==> src/rtl/acc_spi_reader.sv <==
// acc_spi_reader: mode-0 SPI master for an ADXL362 accelerometer.
// After reset it writes POWER_CTL = measure once, then reads XDATA every
// SAMPLE_CYC clocks and presents the sample as an 11-bit offset-binary x_val
// (1024 = level) with a one-cycle x_valid strobe.
// Optional build macro ACC_AVG_EN: x_val becomes the 4-sample moving average
// of the clamped offset values instead of the single latest sample.
module acc_spi_reader #(
  parameter int CLK_FREQ   = 100_000_000,
  parameter int SCLK_FREQ  = 1_000_000,
  parameter int SAMPLE_CYC = 1_000_000
) (
  input  logic        clk,
  input  logic        rst,
  input  logic        spi_miso,
  output logic        spi_sclk,
  output logic        spi_mosi,
  output logic        spi_cs_n,
  output logic [10:0] x_val,
  output logic        x_valid,
  output logic        busy
);

  localparam int HALF  = CLK_FREQ / (2 * SCLK_FREQ);
  localparam int CNT_W = $clog2(2 * HALF + 1);
  localparam int TMR_W = $clog2(SAMPLE_CYC + 1);

  localparam logic [CNT_W-1:0] HALF_LAST = CNT_W'(HALF - 1);
  localparam logic [CNT_W-1:0] WAIT_LAST = CNT_W'(2 * HALF - 1);
  localparam logic [TMR_W-1:0] TMR_LAST  = TMR_W'(SAMPLE_CYC - 1);

  // Command words, MSB first, left-aligned in the 32-bit shifter.
  localparam logic [31:0] INIT_CMD = 32'h0A2D_0200;  // write POWER_CTL = measure
  localparam logic [31:0] READ_CMD = 32'h0B0E_0000;  // read XDATA_L, XDATA_H

  typedef enum logic [2:0] {
    RESET_WAIT,
    INIT_XFER,
    GAP,
    IDLE,
    READ_XFER,
    LATCH
  } state_e;

  state_e             state_q, state_d;
  logic [CNT_W-1:0]   cnt_q, cnt_d;        // wait counter / sclk half-period counter
  logic [5:0]         bit_cnt_q, bit_cnt_d; // completed sclk periods in this transfer
  logic               sclk_q, sclk_d;
  logic               cs_n_q, cs_n_d;
  logic               mosi_q, mosi_d;
  logic [31:0]        tx_sr_q, tx_sr_d;
  logic [15:0]        rx_sr_q, rx_sr_d;    // last two received bytes: {XDATA_L, XDATA_H}
  logic [10:0]        x_val_q, x_val_d;
  logic               x_valid_q, x_valid_d;
  logic [TMR_W-1:0]   timer_q, timer_d;
  logic               run_q, run_d;        // sample timer enabled once INIT has finished
  logic               pending_q, pending_d; // one deferred sample tick
  logic               tick;
  logic [5:0]         nbits;
  logic [11:0]        raw;
  logic [10:0]        sample;

`ifdef ACC_AVG_EN
  logic [2:0][10:0]   hist_q, hist_d;      // three previous offset samples, newest at [0]
  logic [12:0]        sum;
`endif

  // Convert a 12-bit two's-complement reading to offset binary, clamped to 11 bits.
  function automatic logic [10:0] to_offset(input logic [11:0] r);
    logic [10:0] res;
    if (r[11] == r[10]) res = {~r[10], r[9:0]};  // in range: add 1024
    else if (r[11])     res = 11'd0;             // below -1024
    else                res = 11'h7FF;           // above +1023
    return res;
  endfunction

  assign raw    = {rx_sr_q[3:0], rx_sr_q[15:8]};
  assign sample = to_offset(raw);
  assign nbits  = (state_q == READ_XFER) ? 6'd32 : 6'd24;

  // Free-running sample timer, started at the end of the INIT transfer.
  always_comb begin
    tick    = run_q && (timer_q == TMR_LAST);
    timer_d = timer_q;
    if (!run_q)    timer_d = '0;
    else if (tick) timer_d = '0;
    else           timer_d = timer_q + 1'b1;
  end

  // Sequencer and SPI shifter: next-state and outputs.
  // NOTE: every signal assigned here gets a default first so no path can infer a latch.
  always_comb begin
    state_d   = state_q;
    cnt_d     = cnt_q;
    bit_cnt_d = bit_cnt_q;
    sclk_d    = sclk_q;
    cs_n_d    = cs_n_q;
    mosi_d    = mosi_q;
    tx_sr_d   = tx_sr_q;
    rx_sr_d   = rx_sr_q;
    x_val_d   = x_val_q;
    x_valid_d = 1'b0;
    run_d     = run_q;
    pending_d = pending_q | tick;
`ifdef ACC_AVG_EN
    hist_d    = hist_q;
    sum       = 13'(sample) + 13'(hist_q[0]) + 13'(hist_q[1]) + 13'(hist_q[2]);
`endif

    case (state_q)
      RESET_WAIT: begin
        if (cnt_q == WAIT_LAST) begin
          state_d   = INIT_XFER;
          cnt_d     = '0;
          bit_cnt_d = '0;
          cs_n_d    = 1'b0;
          tx_sr_d   = INIT_CMD;
          mosi_d    = INIT_CMD[31];
        end else begin
          cnt_d = cnt_q + 1'b1;
        end
      end

      INIT_XFER, READ_XFER: begin
        if (cnt_q == HALF_LAST) begin
          cnt_d = '0;
          if (sclk_q) begin
            // Falling edge: advance MOSI while sclk is low.
            sclk_d    = 1'b0;
            bit_cnt_d = bit_cnt_q + 6'd1;
            tx_sr_d   = {tx_sr_q[30:0], 1'b0};
            mosi_d    = tx_sr_q[30];
          end else if (bit_cnt_q == nbits) begin
            // Hold half-period after the last falling edge has elapsed.
            cs_n_d = 1'b1;
            if (state_q == INIT_XFER) begin
              state_d = GAP;
              run_d   = 1'b1;
            end else begin
              state_d = LATCH;
            end
          end else begin
            // Rising edge: sample MISO in the same clock.
            sclk_d  = 1'b1;
            rx_sr_d = {rx_sr_q[14:0], spi_miso};
          end
        end else begin
          cnt_d = cnt_q + 1'b1;
        end
      end

      GAP: begin
        if (cnt_q == WAIT_LAST) begin
          state_d = IDLE;
          cnt_d   = '0;
        end else begin
          cnt_d = cnt_q + 1'b1;
        end
      end

      IDLE: begin
        if (tick || pending_q) begin
          // Consume one tick; a tick arriving in this same cycle stays held.
          pending_d = pending_q & tick;
          state_d   = READ_XFER;
          cnt_d     = '0;
          bit_cnt_d = '0;
          cs_n_d    = 1'b0;
          tx_sr_d   = READ_CMD;
          mosi_d    = READ_CMD[31];
        end
      end

      LATCH: begin
        x_valid_d = 1'b1;
`ifdef ACC_AVG_EN
        x_val_d   = sum[12:2];
        hist_d    = {hist_q[1], hist_q[0], sample};
`else
        x_val_d   = sample;
`endif
        state_d   = GAP;
        cnt_d     = '0;
      end

      default: state_d = RESET_WAIT;
    endcase
  end

  // State registers; reset takes effect immediately and aborts any transfer.
  // NOTE: state updates use non-blocking assignments so all flops see pre-edge values.
  always_ff @(posedge clk or negedge rst) begin
    if (!rst) begin
      state_q   <= RESET_WAIT;
      cnt_q     <= '0;
      bit_cnt_q <= '0;
      sclk_q    <= 1'b0;
      cs_n_q    <= 1'b1;
      mosi_q    <= 1'b0;
      tx_sr_q   <= '0;
      rx_sr_q   <= '0;
      x_val_q   <= 11'd1024;
      x_valid_q <= 1'b0;
      timer_q   <= '0;
      run_q     <= 1'b0;
      pending_q <= 1'b0;
    end else begin
      state_q   <= state_d;
      cnt_q     <= cnt_d;
      bit_cnt_q <= bit_cnt_d;
      sclk_q    <= sclk_d;
      cs_n_q    <= cs_n_d;
      mosi_q    <= mosi_d;
      tx_sr_q   <= tx_sr_d;
      rx_sr_q   <= rx_sr_d;
      x_val_q   <= x_val_d;
      x_valid_q <= x_valid_d;
      timer_q   <= timer_d;
      run_q     <= run_d;
      pending_q <= pending_d;
    end
  end

`ifdef ACC_AVG_EN
  // Averaging history, preloaded to level so the first outputs ramp from 1024.
  // NOTE: the history is small and must start at a defined value, so it is reset.
  always_ff @(posedge clk or negedge rst) begin
    if (!rst) hist_q <= {3{11'd1024}};
    else      hist_q <= hist_d;
  end
`endif

  assign spi_sclk = sclk_q;
  assign spi_mosi = mosi_q;
  assign spi_cs_n = cs_n_q;
  assign busy     = ~cs_n_q;
  assign x_val    = x_val_q;
  assign x_valid  = x_valid_q;

endmodule

==> config.mk <==
export PLATFORM = sky130hd
export DESIGN_NAME = acc_spi_reader
export DESIGN_NICKNAME = d
export VERILOG_FILES = /design/src/rtl/acc_spi_reader.sv
export SDC_FILE = /design/constraint.sdc
export NUM_CORES = 1
export LEC_CHECK = 0
export CORE_MARGIN = 8
export CORE_UTILIZATION = 40
export DETAILED_ROUTE_END_ITERATION = 6
export PLACE_DENSITY = 0.54
export SLEW_MARGIN = 10
export SYNTH_ARGS = -nofsm -noshare
export SYNTH_HDL_FRONTEND = slang
export SYNTH_SLANG_ARGS = --single-unit
==> constraint.sdc <==
create_clock -name clk -period 3.05 [get_ports clk]
set_input_delay 0.7625 -clock clk [delete_from_list [all_inputs] [get_ports clk]]
set_output_delay 0.7625 -clock clk [all_outputs]
set_load 0.005 [all_outputs]
==> impl_metrics.py, run 1 <==
metrics = {
    "pwr": {
        "vdd_drop_max_mv": 0.2590,
        "p_leak_nw": 2.133,
        "powerDensity_mw_per_mm2": 425.5,
    },
    "yosys": {
        "yosys_warnings": 0,
        "netlist_instances": 426,
        "yosysMostFrequentCell": "dfrtp_1",
        "synth-edff-count": 0,
        "synth_top_cell_by_area": "dfrtp_1",
        "syn-num-nets": 436,
        "ys_seq_area_share_pct": 53.75,
        "avgSynthCellArea_um2": 9.957,
        "ys_ff_latch": 91,
        "synthTopCellsByArea": "dfrtp_1, a21oi_1, nor2_1",
        "ys.flop_type": "dfrtp_1",
        "netlist_area_mm2": 0.004242,
        "async_reset_ff_share_pct": 100.0,
        "synth.distinct_cells": 56,
        "yosysTopAreaCellShare_pct": 52.51,
        "synth_common_cells": "dfrtp_1, nor2_1, nand2_1, a21oi_1, o21ai_0",
    },
    "detailed_routing": {
        "drtAntennaViolNets": 0,
        "dr_total_vias": 3020,
        "drc": 0,
        "firstDrtPassIters": 5,
        "drt-total-wl_um": 8247,
        "viasPerCell": 5.154,
        "drt_iter0_drc": 185,
        "post_drt_wl_per_cell_um": 14.07,
    },
    "global_routing": {
        "grt_pass1_vias": 2840,
        "grt_pass1_wl_um": 14320,
        "grt_start_max_net_pins": 51,
        "grt.overflow.total": 0,
        "track_usage_pct": 12.20,
        "antenna_found_initial": 0,
    },
    "sta": {
        "finClkSkew_ps": 11.38,
        "max_slew_margin_pct": 53.40,
        "finalCritPeriodShare_pct": 77.86,
        "hold_violations": 0,
        "rsz0062_at_grt": "no",
        "slew_viol_final": 0,
        "maxClockFrequency_mhz": 421.1,
        "setup_viol": 0,
        "setup_tns_ps": 0,
        "fin_crit_ps": 2375,
        "hold_ws_ps": 329.7,
        "tightest_slew_ps": 699.0,
    },
    "worst_setup_path": {
        "endpoint_kind": "flip-flop",
        "crit_fanout": 18,
        "critPathSlowestCell": "or4b_4",
        "critPathLaunchType": "flip-flop",
        "crit_chain": "or3b_4, or4b_4, a21oi_4, or3_1, buf_4, mux2_2",
        "crit_type": "flip-flop to flip-flop",
        "slowest_delay_ps": 550,
        "crit_arrival_ps": 2620,
        "worstPathRequired_ps": 3290,
    },
    "clock_tree": {
        "cts_hold_buf": 0,
        "numCtsBuffers": 9,
        "cts.sinks": 91,
        "cts_tree": "built",
        "clk_latency_ps": 360,
        "cts.htree.levels": 3,
        "post_cts_buffers": 0,
        "cts_resized": 0,
        "cts-root-buf": "clkbuf_8",
        "cts.path.max_buffers": 2,
        "clk_pin_slew_worst_paths_ps": 100,
    },
    "placement": {
        "dp_hpwl_um": 5481,
        "io_buffers": 18,
        "detailed_place.area_mm2": 0.004573,
        "gp_congestion": 0.8211,
    },
    "die": {
        "die_w_um": 119.0,
        "dieArea_mm2": 0.01416,
        "initial_core_util_pct": 41.09,
        "die_y_um": 119.0,
        "std_cell_rows": 37,
        "ios": 19,
        "coreArea_mm2": 0.01032,
    },
    "run": {
        "maxCapViolCount": 0,
    },
    "min_path": {
        "holdCritPathClass": "input pin to async pin",
    },
    "layout": {
        "syn_to_final_growth_pct": 12.39,
        "fin_util_pct": 46.18,
        "stdcell_area_mm2": 0.004767,
        "nets": 455,
        "num_antenna_cells": 0,
        "post_route_cells_drive_above_1_share_pct": 10.67,
    },
    "outcome": {
        "status": "finished clean",
    },
}
[flip-flops by register name, indices dropped and copies added, names as in the netlist]
name       count
spi_sclk       1
bit_cnt_q      6
spi_cs_n       1
cnt_q          7
pending_q      1
rx_sr_q       16
run_q          1
spi_mosi       1
timer_q       20
x_valid        1
state_q        3
x_val         11
tx_sr_q       22
[placed cells by master (no fill, tap or decap), drive strengths merged, types with 2 or more instances in the layout]
cell type      instances
clkinv                 4
a21o                   4
nor4                   2
and3                   7
clkbuf                 9
nor3                   9
mux2                  15
o21ai                 24
or2                    2
nand3                 15
a21oi                 41
nor3b                  2
nor2                  47
and2                   2
xor2                  12
ha                     7
or3                    3
a22oi                  2
nand2                 46
nand4                  5
a31oi                  7
nand4b                 2
clkdlybuf4s50         17
dfstp                  2
inv                   23
dfrtp                 89
o22ai                  4
o31ai                  5
nand2b                 5
or3b                   2
mux2i                  2
xnor2                  6
nor4bb                 2
buf                   10
[layer usage]
layer / routed length, µm / vias up / part of all wire, % / GRT usage, %
li1: - / 1515 / - / -
met1: 4297 / 1451 / 52 / 17.26
met2: 3539 / 46 / 43 / 17.87
met3: 320 / 8 / 3.9 / 2.456
met4: 90 / 0 / 1.1 / 4.980
met5: 0 / - / 0 / 0
[report_power, final]
part | internal, mW | switching, mW | leakage (nW)
Combinational | 0.00613 | 0.0239 | 0.785
Clock | 0.319 | 0.473 | 0.100
Sequential | 1.21 | 0.000604 | 1.25
Total | 1.53 | 0.497 | 2.13
[area by class of cell]
class                      count  area [µm²]
sequential                    91        2280
clock buffer                   9       123.9
inverter                      20       75.07
tap                          136       170.2
clock inverter                 7       70.07
timing repair buffer          27       257.7
fill                         999        5557
multi-input combinational    296        1790
[logic make-up (layout without fill, tap and decap cells)]
family,after synthesis,after routing,synth area share (%)
buffers and inverters,39,63,4.041
XOR/XNOR,18,18,3.717
AO/OA/AOI/OAI,97,97,13.57
flip-flops,91,91,53.75
adder cells (fa/ha/maj),8,8,2.301
multiplexers,17,17,4.985
AND/OR/NAND/NOR,156,156,17.64
[worst max-delay path: cells and delay by family, from the launching register on]
kind / cells / cell delay [ps]
AOI/OAI and AO/OA: 1 / 150
buffers and inverters: 1 / 250
DFF: 1 / 390
muxes: 1 / 360
and+or+nand+nor: 3 / 1100
[path summary, 6_finish.rpt]
| path | from | slack [ps] | depth (start not counted) | end |
|---|---|---|---|---|
| worst min register to register | tx_sr_q[12] | 490 | 2 | tx_sr_q[12] |
| min in group clk | tx_sr_q[12] | 490 | 2 | tx_sr_q[12] |
| worst max-delay path | state_q[1] | 680 | 6 | rx_sr_q[8] |
| worst min-delay path | rst | 330 | 1 | x_val[8] |
| worst max register to register | state_q[1] | 680 | 6 | rx_sr_q[8] |
| max in group asynchronous | rst | 2080 | 2 | spi_cs_n |
[through the flow]
stage	setup slack, ps	total power [mW]	std cells
after CTS	667.1	2.067	586
after detailed placement	671.5	1.263	570
final	675.3	2.029	586
after global routing	584.2	2.114	586
after global placement	719.9	1.263	570
after floorplan	752.4	1.232	426
Power figures use the tool's default switching activity.
==> inputs of run 2 (changes only) <==
- PLACE_DENSITY: 0.54 -> 0.56
- clock period: 3.05 -> 2.11 ns (I/O delays scaled with it)
==> impl_metrics.py, run 2 (synthesized netlist as in run 1, its figures left out) <==
metrics = {
    "layout": {
        "nets": 505,
        "num_antenna_cells": 0,
        "layout_common_cells": "dfrtp_1, buf_4, nor2_1",
        "largest_reg_flops": 22,
        "fillCellCount": 880,
        "top_register": "tx_sr_q",
        "mostFrequentLayoutCell": "dfrtp_1",
        "register_area_mm2": 0.002280,
        "largestRegisters": "tx_sr_q: 22 flops, timer_q: 20 flops, rx_sr_q: 16 flops",
        "post_route_cells_drive_above_1_share_pct": 29.80,
        "syn_to_final_growth_pct": 33.51,
        "fin_util_pct": 54.85,
        "multi_input_area_mm2": 0.002116,
    },
    "worst_setup_path": {
        "reg2regPathDepth": 7,
        "critPathLaunchType": "flip-flop",
        "rrSetupSlack_ps": -110,
        "reg2reg_from": "state_q[1]",
        "crit_fanout": 9,
        "endpoint_kind": "flip-flop",
        "startpoint": "state_q[1]",
        "crit_type": "flip-flop to flip-flop",
        "worstPathRequired_ps": 2380,
        "reg2reg_to": "rx_sr_q[10]",
        "crit_arrival_ps": 2490,
    },
    "sta": {
        "finClkSkew_ps": 9.424,
        "rsz0062_at_grt": "yes",
        "hold_ws_ps": 39.18,
        "hold_violations": 0,
        "maxClockFrequency_mhz": 450.2,
        "setup_viol": 22,
        "setup_ws_ps": -111.3,
        "tightest_slew_ps": 508.2,
        "slew_viol_final": 0,
        "finalCritPeriodShare_pct": 105.3,
        "max_slew_margin_pct": 65.86,
        "fin_crit_ps": 2221,
    },
    "die": {
        "dieArea_mm2": 0.01416,
        "die_y_um": 119.0,
        "initial_core_util_pct": 41.09,
        "std_cell_rows": 37,
        "die_w_um": 119.0,
        "coreArea_mm2": 0.01032,
        "ios": 19,
    },
    "pwr": {
        "p_seq_share_pct": 57.3,
        "p_clk_share_pct": 41.2,
        "internal-power_mw": 2.320,
        "p_comb_share_pct": 1.5,
        "power.total_mw": 3.046,
        "p_leak_nw": 2.527,
        "powerDensity_mw_per_mm2": 537.8,
        "switchingPower_uw": 725.8,
        "swShare_pct": 23.83,
        "vdd_drop_max_mv": 0.3269,
    },
    "outcome": {
        "violations": "setup timing",
        "status": "complete, but fails checks",
    },
    "placement": {
        "io_buffers": 18,
        "dp_hpwl_um": 5830,
        "gp_congestion": 0.7807,
    },
    "global_routing": {
        "grt_pass1_wl_um": 16330,
        "grt.overflow.total": 0,
        "grt_start_max_net_pins": 42,
        "track_usage_pct": 14.09,
        "antenna_found_initial": 0,
        "grt_pass1_vias": 3268,
    },
    "clock_tree": {
        "cts_tree": "built",
        "numCtsBuffers": 9,
        "clk_latency_ps": 370,
        "cts-root-buf": "clkbuf_8",
        "cts.path.max_buffers": 2,
        "cts.sinks": 91,
        "cts_hold_buf": 0,
        "clk_pin_slew_worst_paths_ps": 100,
        "cts.htree.levels": 3,
    },
    "detailed_routing": {
        "drc": 0,
        "firstDrtPassIters": 4,
        "drtAntennaViolNets": 0,
        "drt_iter0_drc": 226,
        "dr_total_vias": 3329,
        "drt-total-wl_um": 9734,
        "viasPerCell": 5.234,
        "post_drt_wl_per_cell_um": 15.31,
    },
    "min_path": {
        "holdCritPathClass": "input pin to async pin",
    },
    "run": {
        "maxCapViolCount": 0,
    },
}
==> run 2: cell count changes in the layout (fill, tap and decap cells not counted), moves of 6 or more <==
cell / change
a21oi_1: -6
o21ai_0: -15
o21ai_1: +6
nand2_1: -17
o21ai_2: +8
buf_4: +37
nand2_4: +15
==> run 2: worst max-delay path, cell delays in order (launching register included) <==
cell,delay (ps)
dfrtp_1,390
or3b_4,400
buf_4,160
or3b_2,230
a21oi_4,60
or3_4,400
clkbuf_16,180
mux2_4,290
==> run 2: per-stage QoR <==
| step | std cells | setup TNS [ps] | instance area [µm²] | worst slack [ps] |
|---|---|---|---|---|
| floorplan | 426 | -1899 | 4242 | -187.6 |
| global placement | 606 | -1216 | 4868 | -95.71 |
| detailed placement | 606 | -2175 | 4868 | -145.6 |
| CTS | 633 | -2597 | 5445 | -111.2 |
| global route | 636 | -5583 | 5663 | -165.7 |
| finish | 636 | -1560 | 5663 | -111.3 |
==> run 2: power groups by stage <==
stage	combinational [mW]	sequential, mW	clock, mW
after CTS	0.0484	1.74	1.28
final	0.0448	1.74	1.26
after detailed placement	0.0482	1.78	0
after global placement	0.0480	1.78	0
after global routing	0.0539	1.75	1.36
after floorplan	0.00140	1.78	0
==> run 2: metal layers <==
layer  track usage [%]  share of wire [%]  vias up
met4             5.850                2.1        0
met1             17.99                 46     1632
met3             3.543                4.2       15
met5                 0                  0        -
met2             22.36                 47       61
li1                  -                  -     1621
==> run 2: repair_timing <==
action,4_1_cts,5_1_grt
pin swaps,20,22
endpoints found under the setup margin,35,50
cloned,6,2
buffers inserted,5,2
gates resized for setup,63,40
==> run 2: worst max path at each step <==
| stage | to | slack (ps) | cells after the start |
|---|---|---|---|
| detailed placement | rx_sr_q[15] | -150 | 6 |
| floorplan | rx_sr_q[10] | -190 | 7 |
| CTS | tx_sr_q[18] | -110 | 8 |
| global placement | rx_sr_q[2] | -100 | 6 |
| global route | rx_sr_q[2] | -170 | 6 |
| finish | rx_sr_q[10] | -110 | 7 |
==> run 2: cell type report <==
cell class / instances / area share (%)
flip-flops and latches: 91 / 40.26
multi-input cells: 296 / 37.36
repair buffers: 77 / 14.41
well taps: 136 / 3.005
clock buffers: 9 / 2.187
clock inverters: 7 / 1.458
inverters: 20 / 1.326
